===== config.mk =====
export PLATFORM = sky130hd
export DESIGN_NAME = fmult_accum_flat
export DESIGN_NICKNAME = d
export VERILOG_FILES = /design/src/rtl/fmult_accum_pkg.sv /design/src/rtl/fmult_accum_if.sv /design/src/rtl/fmult_accum_fmult.sv /design/src/rtl/fmult_accum.sv /design/src/flat_wrapper.sv
export SDC_FILE = /design/constraint.sdc
export NUM_CORES = 1
export LEC_CHECK = 0
export ABC_AREA = 1
export BUFFER_PORTS_ARGS = -buffer_cell sky130_fd_sc_hd__buf_2
export CORE_MARGIN = 10
export CORE_UTILIZATION = 55
export CTS_CLUSTER_SIZE = 14
export DETAILED_ROUTE_END_ITERATION = 6
export GPL_ROUTABILITY_DRIVEN = 0
export GPL_TIMING_DRIVEN = 0
export HOLD_SLACK_MARGIN = 0.08
export PLACE_DENSITY = 0.79
export SYNTH_ARGS = -nofsm -noshare
export SYNTH_HDL_FRONTEND = slang
export SYNTH_SLANG_ARGS = --single-unit
export TNS_END_PERCENT = 1

===== constraint.sdc =====
create_clock -name clk -period 32.6 [get_ports clk]
set_input_delay 3.26 -clock clk [delete_from_list [all_inputs] [get_ports clk]]
set_output_delay 3.26 -clock clk [all_outputs]
set_load 0.05 [all_outputs]

===== src/rtl/fmult_accum_pkg.sv =====
// Shared definitions for the serial FMULT accumulator.
// Holds the float field layout, the FMULT constants, the controller
// state encoding and a bit-length helper used by the multiplier.
package fmult_accum_pkg;

    localparam int NTERMS    = 8;   // b1..b6, a2, a1
    localparam int CW        = 16;  // coefficient width
    localparam int FW        = 11;  // float width
    localparam int OW        = 15;  // estimate width
    localparam int CNT_W     = 3;

    // Float layout: sign [10], exponent [9:6], mantissa [5:0]
    localparam int SIGN_BIT  = 10;
    localparam int EXP_MSB   = 9;
    localparam int EXP_LSB   = 6;
    localparam int MANT_MSB  = 5;
    localparam int MANT_LSB  = 0;

    // FMULT constants
    localparam int ROUND     = 48;
    localparam int EXP_PIVOT = 26;
    localparam int MAG_MASK  = 32767;
    localparam int COEF_MASK = 8191;

    typedef enum logic [1:0] {IDLE, RUN, DONE} state_t;

    // Number of significant bits in a 13-bit magnitude (0 for zero).
    function automatic logic [3:0] bit_len13(input logic [12:0] v);
        logic [3:0] len;
        len = 4'd0;
        for (int i = 0; i < 13; i++) begin
            if (v[i]) len = 4'(i + 1);
        end
        return len;
    endfunction

endpackage


===== src/rtl/fmult_accum_if.sv =====
// Operand and result bundle of the FMULT accumulator.
//   master: issues start with coefficients and float history, observes
//           se/sez/busy/done.
//   slave : the accumulator itself.
interface fmult_accum_if;
    import fmult_accum_pkg::*;

    logic          start;
    logic [CW-1:0] b1, b2, b3, b4, b5, b6;
    logic [CW-1:0] a1, a2;
    logic [FW-1:0] dq1, dq2, dq3, dq4, dq5, dq6;
    logic [FW-1:0] sr1, sr2;
    logic [OW-1:0] se;
    logic [OW-1:0] sez;
    logic          busy;
    logic          done;

    modport master (
        output start, b1, b2, b3, b4, b5, b6, a1, a2,
               dq1, dq2, dq3, dq4, dq5, dq6, sr1, sr2,
        input  se, sez, busy, done
    );

    modport slave (
        input  start, b1, b2, b3, b4, b5, b6, a1, a2,
               dq1, dq2, dq3, dq4, dq5, dq6, sr1, sr2,
        output se, sez, busy, done
    );

endinterface


===== src/rtl/fmult_accum_fmult.sv =====
// Combinational G.726 FMULT: one weighted product W from a 16-bit
// two's complement coefficient and an 11-bit float sample.
//   an  : coefficient
//   srn : float sample (sign, 4-bit exponent, 6-bit mantissa)
//   w   : 16-bit two's complement product
module fmult
    import fmult_accum_pkg::*;
(
    input  logic [CW-1:0] an,
    input  logic [FW-1:0] srn,
    output logic [CW-1:0] w
);

    logic        an_s;
    logic [13:0] an_shr;
    logic [14:0] an_neg;
    logic [12:0] an_mag;
    logic [3:0]  an_exp;
    logic [18:0] an_mant_wide;
    logic [5:0]  an_mant;
    logic        sr_s;
    logic [3:0]  sr_exp;
    logic [5:0]  sr_mant;
    logic        w_s;
    logic [4:0]  w_exp;
    logic [12:0] w_prod;
    logic [7:0]  w_mant;
    logic [14:0] w_base;
    logic [16:0] w_up;
    logic [14:0] w_mag;

    // NOTE: every variable gets a value before any branch so no latch is inferred.
    always_comb begin
        an_s   = an[CW-1];
        an_shr = an[CW-1:2];
        an_neg = 15'd16384 - {1'b0, an_shr};
        an_mag = an_s ? 13'(an_neg & 15'(COEF_MASK)) : an_shr[12:0];
        an_exp = bit_len13(an_mag);

        // Normalise the magnitude to a 6-bit mantissa with its MSB set.
        an_mant_wide = {an_mag, 6'b0} >> an_exp;
        an_mant      = (an_mag == 13'd0) ? 6'd32 : an_mant_wide[5:0];

        sr_s    = srn[SIGN_BIT];
        sr_exp  = srn[EXP_MSB:EXP_LSB];
        sr_mant = srn[MANT_MSB:MANT_LSB];

        w_s    = sr_s ^ an_s;
        w_exp  = {1'b0, sr_exp} + {1'b0, an_exp};
        w_prod = 13'(sr_mant) * 13'(an_mant) + 13'(ROUND);
        w_mant = w_prod[11:4];
        w_base = {w_mant, 7'b0};

        w_up  = 17'd0;
        if (w_exp > 5'(EXP_PIVOT)) begin
            w_up  = {2'b00, w_base} << (w_exp - 5'(EXP_PIVOT));
            w_mag = 15'(w_up & 17'(MAG_MASK));
        end else begin
            w_mag = w_base >> (5'(EXP_PIVOT) - w_exp);
        end

        w = w_s ? (16'd0 - {1'b0, w_mag}) : {1'b0, w_mag};
    end

endmodule


===== src/rtl/fmult_accum.sv =====
// Serial FMULT accumulator for the ADPCM predictor.
// On start it captures b1..b6/dq1..dq6, a2/sr2 and a1/sr1, then forms one
// FMULT product per cycle on a shared multiplier, accumulating modulo 2^16.
// sez is taken after the six zero-section terms, se after all eight.
//   clk, reset        : clock, asynchronous active-high reset
//   bus               : operand/result bundle (slave side)
//   scan_*, test_mode : DFT hooks, stitched at synthesis, no function here
module fmult_accum
    import fmult_accum_pkg::*;
(
    input  logic           clk,
    input  logic           reset,
    fmult_accum_if.slave   bus,
    input  logic           scan_in0,
    input  logic           scan_in1,
    input  logic           scan_in2,
    input  logic           scan_in3,
    input  logic           scan_in4,
    input  logic           scan_enable,
    input  logic           test_mode,
    output logic           scan_out0,
    output logic           scan_out1,
    output logic           scan_out2,
    output logic           scan_out3,
    output logic           scan_out4
);

    state_t             state_q, state_d;
    logic [CNT_W-1:0]   cnt_q, cnt_d;
    logic [CW-1:0]      acc_q, acc_d;
    logic [OW-1:0]      se_q, se_d;
    logic [OW-1:0]      sez_q, sez_d;
    logic               busy_q, busy_d;
    logic               done_q, done_d;
    logic               load;

    logic [CW-1:0]      coef_q [NTERMS];
    logic [CW-1:0]      coef_d [NTERMS];
    logic [FW-1:0]      flt_q  [NTERMS];
    logic [FW-1:0]      flt_d  [NTERMS];

    logic [CW-1:0]      w;
    logic [CW-1:0]      sum;

    // Evaluation order: b1..b6 with dq1..dq6, then a2/sr2, then a1/sr1.
    always_comb begin
        coef_d = '{bus.b1, bus.b2, bus.b3, bus.b4, bus.b5, bus.b6, bus.a2, bus.a1};
        flt_d  = '{bus.dq1, bus.dq2, bus.dq3, bus.dq4, bus.dq5, bus.dq6, bus.sr2, bus.sr1};
    end

    fmult u_fmult (
        .an  (coef_q[cnt_q]),
        .srn (flt_q[cnt_q]),
        .w   (w)
    );

    assign sum = acc_q + w;

    always_comb begin
        state_d = state_q;
        cnt_d   = cnt_q;
        acc_d   = acc_q;
        se_d    = se_q;
        sez_d   = sez_q;
        busy_d  = busy_q;
        done_d  = 1'b0;
        load    = 1'b0;

        case (state_q)
            IDLE: begin
                if (bus.start) begin
                    load    = 1'b1;
                    acc_d   = '0;
                    cnt_d   = '0;
                    busy_d  = 1'b1;
                    state_d = RUN;
                end
            end
            RUN: begin
                acc_d = sum;
                cnt_d = cnt_q + 1'b1;
                if (cnt_q == CNT_W'(NTERMS - 3)) begin
                    sez_d = sum[CW-1:1];
                end
                if (cnt_q == CNT_W'(NTERMS - 1)) begin
                    se_d    = sum[CW-1:1];
                    state_d = DONE;
                end
            end
            DONE: begin
                done_d  = 1'b1;
                busy_d  = 1'b0;
                state_d = IDLE;
            end
            default: state_d = IDLE;
        endcase
    end

    // NOTE: sequential state uses non-blocking assignments only.
    always_ff @(posedge clk or posedge reset) begin
        if (reset) begin
            state_q <= IDLE;
            cnt_q   <= '0;
            acc_q   <= '0;
            se_q    <= '0;
            sez_q   <= '0;
            busy_q  <= 1'b0;
            done_q  <= 1'b0;
        end else begin
            state_q <= state_d;
            cnt_q   <= cnt_d;
            acc_q   <= acc_d;
            se_q    <= se_d;
            sez_q   <= sez_d;
            busy_q  <= busy_d;
            done_q  <= done_d;
        end
    end

    // NOTE: operand registers are not reset; they are always loaded on start before use.
    always_ff @(posedge clk) begin
        if (load) begin
            coef_q <= coef_d;
            flt_q  <= flt_d;
        end
    end

    assign bus.se   = se_q;
    assign bus.sez  = sez_q;
    assign bus.busy = busy_q;
    assign bus.done = done_q;

    // Scan chains are inserted at synthesis; functionally they pass through.
    logic dft_unused;
    assign dft_unused = scan_enable ^ test_mode;
    assign scan_out0  = scan_in0;
    assign scan_out1  = scan_in1;
    assign scan_out2  = scan_in2;
    assign scan_out3  = scan_in3;
    assign scan_out4  = scan_in4;

endmodule


===== src/flat_wrapper.sv =====
// flat-port wrapper written by rule: the top's interface ports become plain ports
module fmult_accum_flat import fmult_accum_pkg::*;
  (clk, reset, scan_in0, scan_in1, scan_in2, scan_in3, scan_in4, scan_enable, test_mode, scan_out0, scan_out1, scan_out2, scan_out3, scan_out4, bus_start, bus_b1, bus_b2, bus_b3, bus_b4, bus_b5, bus_b6, bus_a1, bus_a2, bus_dq1, bus_dq2, bus_dq3, bus_dq4, bus_dq5, bus_dq6, bus_sr1, bus_sr2, bus_se, bus_sez, bus_busy, bus_done);
  fmult_accum_if bus_i ();
  input  logic clk;
  input  logic reset;
  input  logic scan_in0;
  input  logic scan_in1;
  input  logic scan_in2;
  input  logic scan_in3;
  input  logic scan_in4;
  input  logic scan_enable;
  input  logic test_mode;
  output logic scan_out0;
  output logic scan_out1;
  output logic scan_out2;
  output logic scan_out3;
  output logic scan_out4;
  input wire logic [$bits(bus_i.start)-1:0] bus_start;
  input wire logic [$bits(bus_i.b1)-1:0] bus_b1;
  input wire logic [$bits(bus_i.b2)-1:0] bus_b2;
  input wire logic [$bits(bus_i.b3)-1:0] bus_b3;
  input wire logic [$bits(bus_i.b4)-1:0] bus_b4;
  input wire logic [$bits(bus_i.b5)-1:0] bus_b5;
  input wire logic [$bits(bus_i.b6)-1:0] bus_b6;
  input wire logic [$bits(bus_i.a1)-1:0] bus_a1;
  input wire logic [$bits(bus_i.a2)-1:0] bus_a2;
  input wire logic [$bits(bus_i.dq1)-1:0] bus_dq1;
  input wire logic [$bits(bus_i.dq2)-1:0] bus_dq2;
  input wire logic [$bits(bus_i.dq3)-1:0] bus_dq3;
  input wire logic [$bits(bus_i.dq4)-1:0] bus_dq4;
  input wire logic [$bits(bus_i.dq5)-1:0] bus_dq5;
  input wire logic [$bits(bus_i.dq6)-1:0] bus_dq6;
  input wire logic [$bits(bus_i.sr1)-1:0] bus_sr1;
  input wire logic [$bits(bus_i.sr2)-1:0] bus_sr2;
  output wire logic [$bits(bus_i.se)-1:0] bus_se;
  output wire logic [$bits(bus_i.sez)-1:0] bus_sez;
  output wire logic [$bits(bus_i.busy)-1:0] bus_busy;
  output wire logic [$bits(bus_i.done)-1:0] bus_done;
  assign bus_i.start = bus_start;
  assign bus_i.b1 = bus_b1;
  assign bus_i.b2 = bus_b2;
  assign bus_i.b3 = bus_b3;
  assign bus_i.b4 = bus_b4;
  assign bus_i.b5 = bus_b5;
  assign bus_i.b6 = bus_b6;
  assign bus_i.a1 = bus_a1;
  assign bus_i.a2 = bus_a2;
  assign bus_i.dq1 = bus_dq1;
  assign bus_i.dq2 = bus_dq2;
  assign bus_i.dq3 = bus_dq3;
  assign bus_i.dq4 = bus_dq4;
  assign bus_i.dq5 = bus_dq5;
  assign bus_i.dq6 = bus_dq6;
  assign bus_i.sr1 = bus_sr1;
  assign bus_i.sr2 = bus_sr2;
  assign bus_se = bus_i.se;
  assign bus_sez = bus_i.sez;
  assign bus_busy = bus_i.busy;
  assign bus_done = bus_i.done;
  fmult_accum u_core (.clk(clk), .reset(reset), .bus(bus_i), .scan_in0(scan_in0), .scan_in1(scan_in1), .scan_in2(scan_in2), .scan_in3(scan_in3), .scan_in4(scan_in4), .scan_enable(scan_enable), .test_mode(test_mode), .scan_out0(scan_out0), .scan_out1(scan_out1), .scan_out2(scan_out2), .scan_out3(scan_out3), .scan_out4(scan_out4));
endmodule

==> impl_results.md, run 1 <==
- FF+latch count, synth: 253
- Longest Clk Path Bufs: 3
- Iter 0 DRT Violations: 789
- Setup CP Type: reg -> reg
- Reg2reg start: u_core.cnt_q[1]
- Root buffer cell: clkbuf_16
- Vias per inst: 5.47
- DRT antenna net count: 0
- First-pass GRT wire length: 57400 µm
- Total negative slack: 0 ns
- Initial antenna violation count: 0
- Async S/R FF share, synth: 20.9%
- Chip height: 179 µm
- # port buffers: 239
- Net count after synthesis: 1803
- Hold endpoint: u_core.bus.done
- Hold Startpoint: u_core.state_q[0]
- Worst reg2reg path depth: 64
- GRT overflow: 0
- Final slew viol count: 0
- CP arrival: 10.84 ns
- Vias: 11.6k
- Worst-Skew Late Latency: 0.56 ns
- Synth top area share: 43.0%
- Core footprint: 25100 µm²
- Count of different cell masters after synthesis: 46
- Clock transition at the registers of the reported paths: 0.06 ns
- DRC viols: 0
- Crit-path max cell delay: 0.55 ns
- Synth-to-Final Area Change: 18.4%
- DP HPWL: 27700 µm
- Register area share after synthesis: 52.5%
- Main flop type after synthesis: edfxtp_1
- Startpoint types: flip-flop
- Final setup viols: 0
- Worst Clk Skew: 0.0262 ns
- Tot GR Track Use: 22.1%
- Share of layout cells above drive strength 1: 20.2%
- Syn. warnings: 0
- Most common cell in the synthesized netlist: nand2_1
- Initial core utilization: 55.6%
- Hold Buf Count CTS: 0
- Vias in the first global route: 11.9k
- Fin nets: 2077
- Postcts setup bufs: 0
- Fin area: 16500 µm²
- Critical path's top delay family: simple AND/OR/NAND/NOR gates
- Dpl cell area: 15700 µm²
- Top cells by area, synth: edfxtp_1 (43%), nand2_1 (10%), dfrtp_1 (9.5%)
- Slowest CP cell: fa_1
- Hold Violations, Final: 0
- CTS H-tree lvls: 1
- Fin crit share: 31.7%
- Largest net degree at the start of global routing: 40
- Die area: 32100 µm²
- Required time at the worst-slack endpoint: 33.09 ns
- WP buf/inv: 10
- Minimum clock period: 10.34 ns
- Avg Inst Size Synth: 9.28 µm²
- CP endpoint kind: flip-flop
- Average wire per standard cell: 16.9 µm
- Die Wd: 179 µm
- Number of synthesized flops with an enable pin: 200
- Worst-Margin Slew: 0.887 ns
- I/O pins: 263
- Most frequent cells after synthesis: nand2_1 (389), edfxtp_1 (200), inv_1 (142)
- Site Rows: 58
- Max Cap Viol: 0
- PostCTS Resize Cnt: 0
- N_diodes: 0
- CTS tree: yes
- Fmax: 96.7 MHz
- Reg-to-Reg End: u_core.bus.se[14]
- Detailed-router iteration count before antenna repair: 6
- Clock net sink count: 253
- Yosys top cell by area: edfxtp_1
- Worst min path class: reg -> reg
- Syn Inst Count: 1504
- CP max FO: 10
- Reg2reg setup slack: 22.26 ns
- RSZ-0062 raised after global routing: no
- Most used cell, CP: nand2_1
- Slew HR: 40.7%
- Depth of the worst hold-timing path: 1
- DRT Wirelength: 35900 µm
- Num CTS Buffers: 27
- Mapped cell area: 14000 µm²
- Outcome: finished clean
[routing by layer]
layer	wire [µm]	GRT usage [%]	vias up	share of wire, %
met2	17800	38.2	517	49
met5	0	0	-	0
met1	14300	27.3	5409	40
met4	1080	7.76	0	3.0
li1	-	-	5632	-
met3	2770	3.73	90	7.7
[sequential cells by signal, summed over array words and instances, names as in the netlist]
signal	cells
u_core.coef_q	112
u_core.bus.sez	15
u_core.state_q	2
u_core.bus.busy	1
u_core.bus.done	1
u_core.cnt_q	3
u_core.acc_q	16
u_core.flt_q	88
u_core.bus.se	15
[stage by stage]
stage | worst slack, ns | instances | hold slack, ns | utilization (%)
CTS | 22.29 | 2129 | 0.449 | 65.8
global route | 21.25 | 2129 | 0.473 | 65.8
global placement | 14.39 | 2073 | 0.431 | 62.0
floorplan | 18.82 | 1504 | 0.412 | -
finish | 22.26 | 2129 | 0.456 | 65.8
detailed placement | 22.36 | 2079 | 0.443 | 62.5
[final cells by class]
cell class                 count  area [µm²]
buffer                        64         383
sequential                   253        7330
clock inverter                16         124
multi-input combinational   1038        5680
inverter                     149         564
tap                          330         413
timing repair buffer         245        1320
clock buffer                  34         702
fill                        1985        8590
[cells in the final DEF, fill, tap and decap left out, drive strengths merged, types with 14 or more instances in the layout]
master	count
clkbuf	57
fa	20
nand3	137
nor2	124
nand2	404
a21oi	52
edfxtp	200
buf	286
inv	152
o21ai	141
dfrtp	53
ha	53
o22ai	15
xor2	22
a32o	14
[kinds of logic after synthesis]
family,synth area share [%]
buffers and inverters,6.79
DFF,52.5
and+or+nand+nor,20.7
adders and majority gates,7.62
AOI/OAI and AO/OA,10.1
xor gates and xnor gates,2.25
[worst register-to-register path: cells and delay by family, from the launching register on]
family                   cells  cell delay, ns
AND/OR/NAND/NOR             35            3.41
adder cells (fa/ha/maj)      8            3.08
AO/OA/AOI/OAI                9            1.86
buffers and inverters       10            1.13
flip-flops                   1            0.39
XOR/XNOR                     2            0.39
[how the worst max path moves through the flow]
| stage | startpoint | end | slack [ns] | cells after the start |
|---|---|---|---|---|
| floorplan | bus_start | u_core.cnt_q[0] | 18.82 | 6 |
| finish | u_core.cnt_q[1] | u_core.bus.se[14] | 22.26 | 64 |
| CTS | u_core.cnt_q[1] | u_core.bus.se[14] | 22.29 | 64 |
| detailed placement | u_core.cnt_q[0] | u_core.bus.se[14] | 22.36 | 62 |
| global placement | bus_start | u_core.acc_q[13] | 14.39 | 7 |
| global route | u_core.cnt_q[0] | u_core.bus.se[14] | 21.25 | 62 |
Power of run 1 is left out: the tool's default activity adds up to more than one toggle a clock period on the data nets, which glitch-free logic cannot reach.
==> inputs of run 2 (changes only) <==
==> constraint.sdc (replaced) <==
create_clock -name clk -period 10.5 [get_ports clk]
set_input_delay 1.05 -clock clk [delete_from_list [all_inputs] [get_ports clk]]
set_output_delay 1.05 -clock clk [all_outputs]
set_load 0.05 [all_outputs]
==> run 2 against run 1 <==
Compared with the run above:
- highest routed layer unchanged
- sequential share of layout area down 0.51 points
- die area unchanged
- core utilization up 0.76 points
- worst hold slack worse by 0.010 ns
- wire length up 4.1%
- cell count up 0.14%
- first-iteration DRC count up 17%
- count of clock-buffer cells in the layout up 5
- sequential cell count unchanged
- via count up 2.2%
==> impl_results.md, run 2 (synthesis gave the netlist of run 1 again) <==
- Outcome: finished clean
- Top layer in use: met4
- Slowest CP cell: fa_1
- First-pass GRT wire length: 59200 µm (+3.1%)
- Commonest non-fill, non-tap cell in the layout: nand2_1
- DRT Wirelength: 37300 µm (+4.1%)
- Slew HR: 44.6% (+3.9 points)
- Post-Layout Cell Count: 2132 (+0.14%)
- DP HPWL: 27900 µm (+0.83%)
- Detailed-router iteration count before antenna repair: 5 (-1)
- Startpoint types: flip-flop
- Placed cell count: 2079 (unchanged)
- Largest regs: u_core.coef_q x112, u_core.flt_q x88, u_core.acc_q x16
- N_diodes: 0 (unchanged)
- Worst Clk Skew: 0.0151 ns (-0.0111 ns)
- DRT antenna net count: 0 (unchanged)
- Clock net sink count: 253 (unchanged)
- CP max FO: 11 (+1)
- WL met3: 2970 µm (+6.9%)
- Average wire per standard cell: 17.5 µm (+3.9%)
- Hold Buf Count CTS: 0 (unchanged)
- Area taken by multi-input logic gates: 5750 µm² (+1.2%)
- CP endpoint kind: flip-flop
- Chip height: 179 µm (unchanged)
- Fmax: 102 MHz (+5.0%)
- I/O pins: 263 (unchanged)
- Vias: 11.9k (+2.2%)
- Hold Violations, Final: 0 (unchanged)
- Most used cell, CP: nand2_1
- Max reg flops: 112 (unchanged)
- Max Cap Viol: 0 (unchanged)
- Minimum clock period: 9.84 ns (-0.497 ns)
- Tot GR Track Use: 22.8% (+0.71 points)
- CTS tree: yes
- Crit-path max cell delay: 0.55 ns (about the same)
- GRT overflow: 0 (unchanged)
- Largest reg by FF count: u_core.coef_q
- DRC viols: 0 (unchanged)
- Final slew viol count: 0 (unchanged)
- Most frequent cells in the layout: nand2_1 (387), buf_2 (251), edfxtp_1 (200)
- Share of layout cells above drive strength 1: 21.5% (+1.3 points)
- Site Rows: 58 (unchanged)
- Met2 WL: 18400 µm (+3.9%)
- Largest net degree at the start of global routing: 39 (-2.5%)
- Core footprint: 25100 µm² (unchanged)
- Worst-Skew Late Latency: 0.56 ns (about the same)
- Vias per inst: 5.58 (+2.1%)
- CP arrival: 10.34 ns (-0.50 ns)
- Sequential cell area: 7330 µm² (unchanged)
- Setup CP Type: reg -> reg
- Die Wd: 179 µm (unchanged)
- Initial antenna violation count: 0 (unchanged)
- Clock transition at the registers of the reported paths: 0.07 ns (about the same)
- Die area: 32100 µm² (unchanged)
- Synth-to-Final Area Change: 19.7%
- Longest Clk Path Bufs: 3 (unchanged)
- Initial core utilization: 55.6% (unchanged)
- Vias in the first global route: 12.0k (+0.65%)
- Iter 0 DRT Violations: 924 (+17%)
- Worst min path class: reg -> reg
- Fin nets: 2080 (+0.14%)
- Wl on met1: 14800 µm (+4.0%)
- Root buffer cell: clkbuf_16
- Final setup viols: 0 (unchanged)
- Fin crit share: 93.8% (+62 points)
- Worst-Margin Slew: 0.829 ns (-0.0577 ns)
- CTS H-tree lvls: 1 (unchanged)
- # port buffers: 239 (unchanged)
- Layout filler cell count: 1981 (-0.20%)
- Required time at the worst-slack endpoint: 11.00 ns (-22.09 ns)
- Num CTS Buffers: 27 (unchanged)
-- run 2: worst paths after layout --
| path | start | to | slack (ns) | cells after the start |
|---|---|---|---|---|
| worst max register to register | u_core.cnt_q[0] | u_core.bus.se[14] | 0.66 | 61 |
| worst max-delay path | u_core.cnt_q[0] | u_core.bus.se[14] | 0.66 | 61 |
| max in group asynchronous | reset | u_core.cnt_q[0] | 9.50 | 3 |
| worst min register to register | u_core.state_q[0] | u_core.bus.done | 0.45 | 1 |
| min in group asynchronous | reset | u_core.bus.se[3] | 0.47 | 2 |
| worst min-delay path | u_core.state_q[0] | u_core.bus.done | 0.45 | 1 |
-- run 2: layer usage --
metal  global-route usage (%)  up-vias
li1                         -     5634
met1                     28.2     5617
met2                     39.4      566
met3                     4.36       90
met4                     7.24        0
met5                        0        -
-- run 2: metrics by stage --
stage               hold WS, ns  area (µm²)  utilization, %  setup WS (ns)  TNS (ns)
detailed placement        0.438       15700            62.5          0.293         0
CTS                       0.450       16600            66.2          0.219         0
global route              0.480       16700            66.5        -0.0422   -0.0427
floorplan                 0.412       14000               -           1.67         0
global placement          0.426       15600            62.0        -0.0853    -0.740
finish                    0.446       16700            66.5          0.656         0
-- run 2: final cells by class --
cell class                      count  area share (%)
Clock buffer                       39            4.79
Buffer                             64            2.30
Inverter                          149            3.38
Clock inverter                     11           0.756
Timing Repair Buffer              248            8.01
Sequential cell                   253            43.9
Multi-Input combinational cell   1038            34.4
Tap cell                          330            2.47
-- run 2: repair_timing --
action,4_1_cts,5_1_grt
setup buffers,0,3
gates resized for setup,0,26
endpoints found under the setup margin,0,15
endpoints found under the hold margin,0,0
-- run 2: worst max-delay path, delay by kind of cell (launching register included) --
kind                     cells  cell delay [ns]
flip-flops                   1             0.42
AO/OA/AOI/OAI                8             1.25
adder cells (fa/ha/maj)      8             3.29
XOR/XNOR                     3             0.56
buffers and inverters       10             0.97
AND/OR/NAND/NOR             32             3.30
Power of run 2 is left out for the same reason.
==> inputs of run 3 (changes only) <==
--- a/config.mk
+++ b/config.mk
@@ -8,13 +8,11 @@
 export ABC_AREA = 1
 export BUFFER_PORTS_ARGS = -buffer_cell sky130_fd_sc_hd__buf_2
 export CORE_MARGIN = 10
-export CORE_UTILIZATION = 55
-export CTS_CLUSTER_SIZE = 14
+export CORE_UTILIZATION = 45
 export DETAILED_ROUTE_END_ITERATION = 6
 export GPL_ROUTABILITY_DRIVEN = 0
-export GPL_TIMING_DRIVEN = 0
 export HOLD_SLACK_MARGIN = 0.08
-export PLACE_DENSITY = 0.79
+export PLACE_DENSITY = 0.67
 export SYNTH_ARGS = -nofsm -noshare
 export SYNTH_HDL_FRONTEND = slang
 export SYNTH_SLANG_ARGS = --single-unit
==> run 3 against run 2 <==
Compared with the run above:
- wire length fell by 7.6%
- clock skew rose by 0.043 ns
- core utilization fell by 13 points
- critical path type unchanged
- largest cell class unchanged
- critical endpoint unchanged
- worst hold slack improved by 0.012 ns
- sequential share of layout area rose by 0.74 points
- critical path depth rose by 1
==> impl_results.md, run 3 (synthesis gave the netlist of run 1 again) <==
- Outcome: finished clean
- Required time at the worst-slack endpoint: 10.91 ns (-0.09 ns)
- DRT Wirelength: 34500 µm (-7.6%)
- Hold Violations, Final: 0 (unchanged)
- CP arrival: 10.07 ns (-0.27 ns)
- Vias in the first global route: 11.0k (-8.1%)
- I/O pins: 263 (unchanged)
- Setup CP Type: reg -> reg
- Slew HR: 28.0% (-17 points)
- CP endpoint kind: flip-flop
- Share of layout cells above drive strength 1: 20.4% (-1.0 points)
- CP max FO: 27 (+16)
- Average wire per standard cell: 16.1 µm (-8.1%)
- Worst-Margin Slew: 1.08 ns (+0.247 ns)
- Max Cap Viol: 0 (unchanged)
- Detailed-router iteration count before antenna repair: 5 (unchanged)
- First-pass GRT wire length: 54700 µm (-7.5%)
- Largest regs: u_core.coef_q x112, u_core.flt_q x88, u_core.acc_q x16
- Fmax: 104 MHz (+2.0%)
- CTS tree: yes
- Num CTS Buffers: 28 (+3.7%)
- Worst Clk Skew: 0.0578 ns (+0.0427 ns)
- Fin nets: 2029 (-2.5%)
- Max reg flops: 112 (unchanged)
- Longest Clk Path Bufs: 3 (unchanged)
- Synth-to-Final Area Change: 17.8%
- Die Wd: 196 µm (+9.4%)
- N_diodes: 0 (unchanged)
- Largest reg by FF count: u_core.coef_q
- Startpoint types: flip-flop
- Die area: 38500 µm² (+20%)
- Slowest CP cell: fa_1
- Chip height: 196 µm (+9.4%)
- GRT overflow: 0 (unchanged)
- Initial core utilization: 45.6% (-10 points)
- Final WS setup: 0.846 ns (+0.190 ns)
- Worst min path class: reg -> reg
- Final slew viol count: 0 (unchanged)
- Initial antenna violation count: 1 (+1)
- Crit-path max cell delay: 0.56 ns (about the same)
- Clock transition at the registers of the reported paths: 0.06 ns (about the same)
- Clock net sink count: 253 (unchanged)
- Most used cell, CP: nand2_1
- Site Rows: 64 (+10%)
- CTS H-tree lvls: 1 (unchanged)
- DRC viols: 0 (unchanged)
- Final setup viols: 0 (unchanged)
- Worst-Skew Late Latency: 0.58 ns (+0.02 ns)
- Largest net degree at the start of global routing: 151 (+290%)
- Root buffer cell: clkbuf_16
- Most frequent cells in the layout: nand2_1 (389), buf_2 (234), edfxtp_1 (200)
- Pre-CTS WS: 0.0982 ns (-0.195 ns)
- DP HPWL: 24800 µm (-11%)
- Tot GR Track Use: 17.0% (-5.8 points)
- Minimum clock period: 9.65 ns (-0.190 ns)
- Hold Buf Count CTS: 0 (unchanged)
- # port buffers: 234 (-2.1%)
- Iter 0 DRT Violations: 732 (-21%)
- Core footprint: 30600 µm² (+22%)
- DRT antenna net count: 0 (unchanged)
- Commonest non-fill, non-tap cell in the layout: nand2_1
- Vias: 11.1k (-7.0%)
- Vias per inst: 5.17 (-7.5%)
- Fin crit share: 91.9% (-1.8 points)
run 3: cell count changes in the layout (fill, tap and decap cells not counted), sizes merged:
cell | previous run | this run
bufinv | 2 | 0
buf | 289 | 258
clkbuf | 62 | 40
inv | 152 | 148
clkinv | 6 | 7
clkinvlp | 0 | 3
run 3: critical path: cells and delay by family, from the launching register on:
kind,cells,cell delay [ns]
and+or+nand+nor,34,3.37
adders and majority gates,8,3.09
AOI/OAI and AO/OA,9,1.33
buffers and inverters,8,0.71
DFF,1,0.53
xor gates and xnor gates,3,0.50
run 3: layer usage:
metal | vias up | share of wire [%] | track usage [%]
li1 | 5522 | - | -
met1 | 5174 | 42 | 20.9
met2 | 327 | 50 | 29.9
met3 | 47 | 6.3 | 3.60
met4 | 2 | 1.8 | 3.73
met5 | - | 0.020 | 0
run 3: cell type report:
cell class	count	area, µm²
clock buffers	38	748
repair buffers	260	1460
clock inverters	9	76.3
multi-input cells	1038	5740
flip-flops and latches	253	7340
well taps	396	495
fillers	2780	14200
inverters	149	577
run 3: path summary, 6_finish.rpt:
path / depth (start not counted) / slack [ns] / start / end
setup / recovery: 62 / 0.85 / u_core.cnt_q[0] / u_core.bus.se[14]
hold / removal: 1 / 0.46 / u_core.state_q[0] / u_core.bus.done
setup reg to reg: 62 / 0.85 / u_core.cnt_q[0] / u_core.bus.se[14]
hold reg to reg: 1 / 0.46 / u_core.state_q[0] / u_core.bus.done
max in group asynchronous: 3 / 9.30 / reset / u_core.cnt_q[0]
min in group asynchronous: 3 / 0.70 / reset / u_core.acc_q[1]
run 3: what timing repair did:
action,4_1_cts,5_1_grt
setup buffers,0,8
endpoints found under the setup margin,0,21
gates resized for setup,0,31
run 3: metrics by stage:
step	setup TNS (ns)	util (%)	area, µm²	std cells	hold slack [ns]
finish	0	53.7	16400	2143	0.458
global route	-0.0626	53.7	16400	2143	0.480
CTS	0	53.1	16200	2133	0.460
detailed placement	0	50.4	15400	2086	0.442
global placement	0	50.4	15400	2086	0.428
floorplan	0	-	14000	1504	0.412
Power of run 3 is left out for the same reason.
